<file path="config.mk">
export PLATFORM = sky130hd
export DESIGN_NAME = apb_responder
export DESIGN_NICKNAME = d
export VERILOG_FILES = /design/src/rtl/apb_pkg.sv /design/src/rtl/apb_reg_bank.sv /design/src/rtl/apb_responder.sv
export SDC_FILE = /design/constraint.sdc
export NUM_CORES = 2
export LEC_CHECK = 0
export ABC_AREA = 1
export BUFFER_PORTS_ARGS = -buffer_cell sky130_fd_sc_hd__clkbuf_2
export CAP_MARGIN = 15
export CELL_PAD_IN_SITES_DETAIL_PLACEMENT = 0
export CELL_PAD_IN_SITES_GLOBAL_PLACEMENT = 1
export CORE_MARGIN = 2
export CORE_UTILIZATION = 45
export DETAILED_ROUTE_END_ITERATION = 10
export PLACE_DENSITY_LB_ADDON = 0.1
export SYNTH_ARGS = -nofsm -noshare
export SYNTH_HDL_FRONTEND = slang
export SYNTH_SLANG_ARGS = --single-unit
export TNS_END_PERCENT = 10
</file>
<file path="constraint.sdc">
create_clock -name Hclk -period 3.15 [get_ports Hclk]
set_input_delay 0.315 -clock Hclk [delete_from_list [all_inputs] [get_ports Hclk]]
set_output_delay 0.315 -clock Hclk [all_outputs]
set_load 0.01 [all_outputs]
</file>
<file path="src/rtl/apb_pkg.sv">
// rtl/apb_pkg.sv - shared states, constants and helpers for the APB responder
package apb_pkg;

  localparam int NSEL         = 3;
  localparam int ERR_MAX      = 255;
  localparam int NREG_DEFAULT = 16;

  typedef enum logic [1:0] {
    ST_IDLE   = 2'd0,
    ST_SETUP  = 2'd1,
    ST_ACCESS = 2'd2
  } apb_state_e;

  // True when exactly one select line is active.
  function automatic logic is_onehot(input logic [NSEL-1:0] v);
    return (v != '0) && ((v & (v - 1'b1)) == '0);
  endfunction

endpackage

</file>
<file path="src/rtl/apb_reg_bank.sv">
// rtl/apb_reg_bank.sv - one bank of 32-bit registers, one write port, async read
module apb_reg_bank #(
  parameter int NREG = 16,
  parameter int AW   = $clog2(NREG)
) (
  input  logic          clk,
  input  logic          rst_n,
  input  logic          we,
  input  logic [AW-1:0] waddr,
  input  logic [31:0]   wdata,
  input  logic [AW-1:0] raddr,
  output logic [31:0]   rdata
);

  logic [31:0] mem_q [NREG];

  // Register array; cleared asynchronously, written on a committed access.
  always_ff @(posedge clk or negedge rst_n) begin
    if (!rst_n) begin
      for (int i = 0; i < NREG; i++) begin
        mem_q[i] <= '0;
      end
    end else if (we) begin
      mem_q[waddr] <= wdata;
    end
  end

  assign rdata = mem_q[raddr];

endmodule

</file>
<file path="src/rtl/apb_responder.sv">
// rtl/apb_responder.sv - zero-wait APB responder with three register banks and protocol checker
module apb_responder
  import apb_pkg::*;
#(
  parameter int NREG = NREG_DEFAULT,
  parameter int AW   = $clog2(NREG)
) (
  input  logic            Hclk,
  input  logic            Hresetn,
  input  logic [NSEL-1:0] Pselx,
  input  logic            Penable,
  input  logic            Pwrite,
  input  logic [31:0]     Paddr,
  input  logic [31:0]     Pwdata,
  output logic [31:0]     Prdata,
  output logic            prot_err,
  output logic [7:0]      err_count
);

  // The state register lags the bus by one cycle: ST_SETUP means the setup
  // phase was seen last cycle, so the bus must now be in its access phase.
  apb_state_e      state_q, state_d;
  logic [NSEL-1:0] sel_q, sel_d;
  logic [AW-1:0]   addr_q, addr_d;
  logic            write_q, write_d;
  logic [31:0]     prdata_q, prdata_d;
  logic            prot_err_q;
  logic [7:0]      err_cnt_q;

  logic            viol;
  logic            start_setup;
  logic            wr_commit;
  logic            sel_onehot;
  logic            sel_multi;
  logic [AW-1:0]   addr_word;
  logic [31:0]     mux_rdata;
  logic [31:0]     bank_rdata [NSEL];

  logic            unused_addr_bits;
  assign unused_addr_bits = ^{Paddr[31:AW+2], Paddr[1:0]};

  assign addr_word  = Paddr[AW+1:2];
  assign sel_onehot = is_onehot(Pselx);
  assign sel_multi  = (|Pselx) && !sel_onehot;

  for (genvar g = 0; g < NSEL; g++) begin : g_bank
    apb_reg_bank #(
      .NREG (NREG),
      .AW   (AW)
    ) u_bank (
      .clk   (Hclk),
      .rst_n (Hresetn),
      .we    (wr_commit && sel_q[g]),
      .waddr (addr_q),
      .wdata (Pwdata),
      .raddr (addr_word),
      .rdata (bank_rdata[g])
    );
  end

  // Select the addressed bank for a read being set up this cycle.
  always_comb begin
    mux_rdata = '0;
    for (int i = 0; i < NSEL; i++) begin
      if (Pselx[i]) begin
        mux_rdata = mux_rdata | bank_rdata[i];
      end
    end
  end

  // Next-state, violation detection and write commit.
  always_comb begin
    state_d     = ST_IDLE;
    sel_d       = sel_q;
    addr_d      = addr_q;
    write_d     = write_q;
    viol        = 1'b0;
    start_setup = 1'b0;
    wr_commit   = 1'b0;
    case (state_q)
      ST_IDLE: begin
        if (sel_multi || Penable) begin
          viol = 1'b1;
        end else if (sel_onehot) begin
          start_setup = 1'b1;
        end
      end
      ST_SETUP: begin
        if (Penable && (Pselx == sel_q) && (addr_word == addr_q) &&
            (Pwrite == write_q)) begin
          state_d   = ST_ACCESS;
          wr_commit = write_q;
        end else begin
          viol = 1'b1;
        end
      end
      ST_ACCESS: begin
        if (Pselx == '0) begin
          viol = Penable;
        end else if (sel_onehot && !Penable) begin
          start_setup = 1'b1;
        end else begin
          viol = 1'b1;
        end
      end
      default: begin
        state_d = ST_IDLE;
      end
    endcase
    if (start_setup) begin
      state_d = ST_SETUP;
      sel_d   = Pselx;
      addr_d  = addr_word;
      write_d = Pwrite;
    end
  end

  // Read data is launched at the end of a read setup so it holds through access.
  always_comb begin
    prdata_d = (start_setup && !Pwrite) ? mux_rdata : '0;
  end

  // Transfer tracking registers and read data.
  always_ff @(posedge Hclk or negedge Hresetn) begin
    if (!Hresetn) begin
      state_q  <= ST_IDLE;
      sel_q    <= '0;
      addr_q   <= '0;
      write_q  <= 1'b0;
      prdata_q <= '0;
    end else begin
      state_q  <= state_d;
      sel_q    <= sel_d;
      addr_q   <= addr_d;
      write_q  <= write_d;
      prdata_q <= prdata_d;
    end
  end

  // Sticky error flag and saturating violation counter.
  always_ff @(posedge Hclk or negedge Hresetn) begin
    if (!Hresetn) begin
      prot_err_q <= 1'b0;
      err_cnt_q  <= '0;
    end else if (viol) begin
      prot_err_q <= 1'b1;
      if (err_cnt_q != 8'(ERR_MAX)) begin
        err_cnt_q <= err_cnt_q + 8'd1;
      end
    end
  end

  assign Prdata    = prdata_q;
  assign prot_err  = prot_err_q;
  assign err_count = err_cnt_q;

endmodule

</file>
* Yosys cells after proc, flatten, opt, wreduce, memory -nomap -nowiden *
Cells that the tools add are included.

word-level totals
  flip-flop bits (word level) = 1,587
  input port bits = 71
  output and inout port bits = 41
  logic and storage cells = 125

operators by class
  add/sub/neg operators = 2
  magnitude comparators = 3
  equal/unequal tests = 6
  muxes and demuxes = 33
  bitwise operators = 5
  reduce and logical (&&, ||, !) cells = 21

operator list
  kind                                                                           number
  512-bit bitwise mux                                                            3
  32-bit binary-select mux with 4-bit select                                     3
  32-bit two-way mux                                                             11
  32-bit demux with 4-bit select                                                 1
  32-bit OR                                                                      2
  1-bit logical AND                                                              11
  5-bit greater-or-equal comparator (second input constant)                      2
  1-bit two-way mux                                                              10
  4-bit inverter with 5-bit output                                               2
  8-bit by 1-bit adder with 8-bit output (second input constant)                 1
  8-bit inequality test (second input constant)                                  1
  3-bit logical NOT                                                              2
  2-bit two-way mux                                                              3
  5-bit by 1-bit less-than comparator with 1-bit output (second input constant)  1
  4-bit == test                                                                  1
  3-bit AND                                                                      1
  3-bit == test                                                                  1
  1-bit logical NOT                                                              3
  1-bit one-hot mux with 3 select lines                                          1
  3-bit nonzero test                                                             1
  3-bit OR reduction                                                             1
  3-bit by 1-bit subtractor with 3-bit output (second input constant)            1
  2-bit by 1-bit == test with 1-bit output (second input constant)               1
  2-bit == test (second input constant)                                          1
  5 further kinds                                                                5

* Longest topological paths before layout *
  depth in word-level cells = 11
  mapped depth = 15
  mapped depth without buffers = 11

* Cells and area by module *
From an unflattened synthesis, not the netlist that was laid out.

unflattened totals
  cell total of the unflattened synthesis = 10,148
  area, all modules = 76,170.6 um2

modules (own cells, without submodules)
  module         times used  cells an instance  area an instance (um2)
  apb_reg_bank   3           3,275              24,543.5
  apb_responder  1           323                2,539.9

* Least setup slack after synthesis *
Ideal clock, no wire load.

  kind = input to register
  start point = input port Pselx[2]
  end point = register g_bank[1].u_bank.mem_q[437] (netlist bit)
  library setup time = 117 ps
  arrival time = 1,855 ps
  data required time = 3,033 ps
  setup slack = 1,178 ps
  stages on the path = 10
  buffers on the path = 4
  cell sequence = clkbuf_1 -> xnor2_1 -> nand3_1 -> nor3_2 -> buf_4 -> buf_6 -> nand4_2 -> clkbuf_1 -> nand2_1 -> nand2_1

on the way
  word-level cells in the longest chain between the ends = 7

RTL lines
  element                         line                 RTL
  start, declared                 apb_responder.sv:10  input logic [NSEL-1:0] Pselx,
  3-bit == test                   apb_responder.sv:89  if (Penable && (Pselx == sel_q) && (addr_word == addr_q) &&
  1-bit logical AND (3 in a row)  apb_responder.sv:89
  1-bit two-way mux               apb_responder.sv:89
  1-bit two-way mux               apb_responder.sv:80  case (state_q)
  1-bit logical AND               apb_responder.sv:53  .we (wr_commit && sel_q[g]),
  end signal, assigned by index   apb_reg_bank.sv:24   mem_q[waddr] <= wdata;
  end, declared                   apb_reg_bank.sv:15   logic [31:0] mem_q [NREG];

Every way passes these cells.
A chain may end at the register's enable or synchronous reset.

* Final worst setup path *
  start point = register sel_q[1]
  end point = register g_bank[0].u_bank.mem_q[200] (netlist bit)

on the way
  word-level cells in the longest chain between the ends = 7

RTL lines
  element                         line                  RTL
  start, declared                 apb_responder.sv:23   logic [NSEL-1:0] sel_q, sel_d;
  start signal, assigned          apb_responder.sv:133  sel_q <= sel_d;
  3-bit == test                   apb_responder.sv:89
  1-bit logical AND (3 in a row)  apb_responder.sv:89
  1-bit two-way mux               apb_responder.sv:89
  1-bit two-way mux               apb_responder.sv:80
  1-bit logical AND               apb_responder.sv:53
  end signal, assigned by index   apb_reg_bank.sv:24
  end, declared                   apb_reg_bank.sv:15

Every way passes these cells.

==> reports/metrics.csv <==
metric,value,unit
finalInstanceArea,91590,um2
drc,0,
synth-seq-area-share,0.4819,
avgViaCountPerCell,5.427,
core_area,182500,um2
io_buffer_count,83,
rsz0062_at_grt,no,
ant_nets,0,
placedCellCount,13530,
nNetsFinal,11410,
cts_sinks,1587,
r2r-start,sel_q[1],
path_buf_inv,3,
drive_gt1_frac,0.06708,
grt_usage,0.3262,
grt.overflow.total,0,
p_leak,50.25,nW
syn_area,82400,um2
syn_area_per_cell,7.047,um2
clockBufferDepth,3,
critPathTopFamily,simple AND/OR/NAND/NOR gates,
place_area,85080,um2
antenna_found_initial,5,
cts_buffers,184,
grt_pass1_vias,72380,
synth.area.top_cells,"dfrtp_1 (48%), nand2_1 (24%), nand3_1 (16%), inv_1 (4.3%), clkbuf_1 (3.1%)",
synth_edf_count,0,
drv_slew,0,
clk_latency,0.85,ns
hold_viol,0,
synth_cell_types,26,
synth_common_cells,"nand2_1 (5268), nand3_1 (2605), dfrtp_1 (1587)",
tns,0,ns
gp_congestion,0.8682,
synthArstFlopShare,1.000,
slowest_delay,0.60,ns
area_growth,11.14,%
grt_pass1_wl,465100,um
min_path_type,input pin to async pin,
path_clk_slew,0.06,ns
crit_arrival,3.39,ns
critical_path_class,flop to flop,
yosys.area.top_type,dfrtp_1,
synth_ff_type,dfrtp_1,
die_h,431.9,um
ff2ff_setup_slack,0.52,ns
cts_tree,done,
fin_cells,13880,
initial_core_util,0.4516,
rr_worst_depth,12,
fin_worst_skew,0.02029,ns
vias,75340,
cp-end-kind,flop,
synthCells,11690,
io_pins,112,
post_cts_buffers,0,
place_ws,0.5234,ns
cp_cell_sequence,inv_2 -> nand2_1 -> nand2_1 -> nor2_1 -> nand2_1 -> nor2_2 -> nand4_4 -> nor2_8 -> buf_12 -> buf_12 -> nand3_1 -> nand2_1,
drt-pass1-iter-count,6,
setup_viol,0,
post-route-period-util,0.8363,
grt_max_degree,117,
dieArea,186600,um2
yosys.area.top_type_share,0.4819,
critPathMaxFanout,55,
ys_ff_latch,1587,
peakVddDrop,0.3519,mV
fp.dieW,431.9,um
status,"complete, no violations",
cp-start-kind,flop,
ys_warn_count,0,
critPathMostFrequentCell,nand2_1,
drv_cap,0,
syn_nets,11770,
htreeDepth,4,
cts-root-buf,clkbuf_16,
cp.required,3.90,ns
power_density,527.2,nW/um2
layout_setup_ws,0.5157,ns
maxSlewHeadroom,0.1966,
hpwlAfterDp,168900,um
tightest_slew,1.205,ns
period_minus_slack,2.634,ns
max_freq,0.3796,GHz
slowest_stage,dfrtp_1,
drt-total-wl,304100,um
wire_per_inst,21.90,um
drtIter0Drc,7616,
r2r-end,g_bank[0].u_bank.mem_q[200],
row_count,157,
yosysMostFrequentCell,nand2_1,
## state kept, by name (all words and copies together), names as in the netlist
name                 cells
Prdata                  32
g_bank.u_bank.mem_q   1536
err_count                8
addr_q                   4
prot_err                 1
sel_q                    3
write_q                  1
state_q                  2
## worst max-delay path by stage
stage,startpoint,endpoint,slack (ns),depth (start not counted)
6_report,sel_q[1],g_bank[0].u_bank.mem_q[200],0.52,12
5_1_grt,sel_q[1],g_bank[0].u_bank.mem_q[182],0.35,12
4_1_cts,sel_q[1],g_bank[0].u_bank.mem_q[334],0.58,12
3_5_place_dp,Pselx[2],err_count[7],0.52,11
3_3_place_gp,Paddr[2],g_bank[0].u_bank.mem_q[244],0.53,13
2_1_floorplan,Pselx[2],g_bank[1].u_bank.mem_q[437],1.18,10
## stage by stage
step | utilization | total power [mW] | hold WS, ns
2_1_floorplan | - | 23.25 | 0.01941
3_3_place_gp | 0.4662 | 25.87 | 0.2672
3_5_place_dp | 0.4662 | 25.89 | 0.2657
4_1_cts | 0.5017 | 48.58 | 0.001975
5_1_grt | 0.5018 | 49.78 | 0.01051
6_report | 0.5019 | 48.28 | 0.02111
## report_power, final
part	total [mW]	switching [mW]	internal (mW)	leakage (nW)
clock	22.7	9.04	13.6	3.15
sequential	20.6	0.0929	20.5	22.2
combinational	5.05	4.05	0.999	24.9
## placed cells by master, fill, tap and decap left out, types with 2 or more instances in the layout
cell type	synthesis	routed
xnor2_1	3	3
nor3_1	2	2
clkinv_8	0	3
inv_8	0	3
inv_6	0	5
clkinv_2	0	25
clkbuf_8	0	54
clkbuf_2	0	75
inv_1	943	943
o21ai_0	73	73
clkbuf_1	690	48
nor2_4	0	17
bufinv_16	0	16
clkbuf_16	0	190
xor2_1	5	5
nand3b_1	2	2
inv_2	7	3
nand4_2	10	10
diode_2	0	3
nand3_1	2605	2605
buf_4	34	254
nand4_1	38	38
buf_12	0	99
buf_8	0	3
nor2_1	155	138
dfrtp_1	1587	1586
nor2_8	3	3
dlygate4sd3_1	0	9
buf_2	103	3
nand2_1	5268	5268
## area by class of cell
| class | count | area [um2] |
|---|---|---|
| Clock inverter | 50 | 705.7 |
| Inverter | 950 | 3591 |
| Timing Repair Buffer | 444 | 4425 |
| Multi-Input combinational cell | 8171 | 34480 |
| Fill cell | 18340 | 90910 |
| Tap cell | 2385 | 2984 |
| Clock buffer | 292 | 5678 |
| Sequential cell | 1587 | 39710 |
| Antenna cell | 3 | 7.507 |
## what timing repair did
action                                  CTS  global route
hold buffers                              8             1
endpoints found under the setup margin    0             0
gates resized for setup                   0             0
endpoints found under the hold margin   708             8
## metal layers
layer,vias to the layer above,track usage,routed length (um)
met3,447,0.05159,21050
met4,0,0.09836,8502
met1,36770,0.4602,135600
li1,35560,-,-
met5,-,0,0
met2,2563,0.5164,138900
## logic make-up after synthesis
kind of cell | synth area share
flops | 0.4819
simple gates | 0.4112
compound gates | 0.004585
buf+inv | 0.1013
fa+ha+maj | 0.0001518
xor+xnor | 0.0008503
Note: power is estimated with default switching activity, not from simulation.
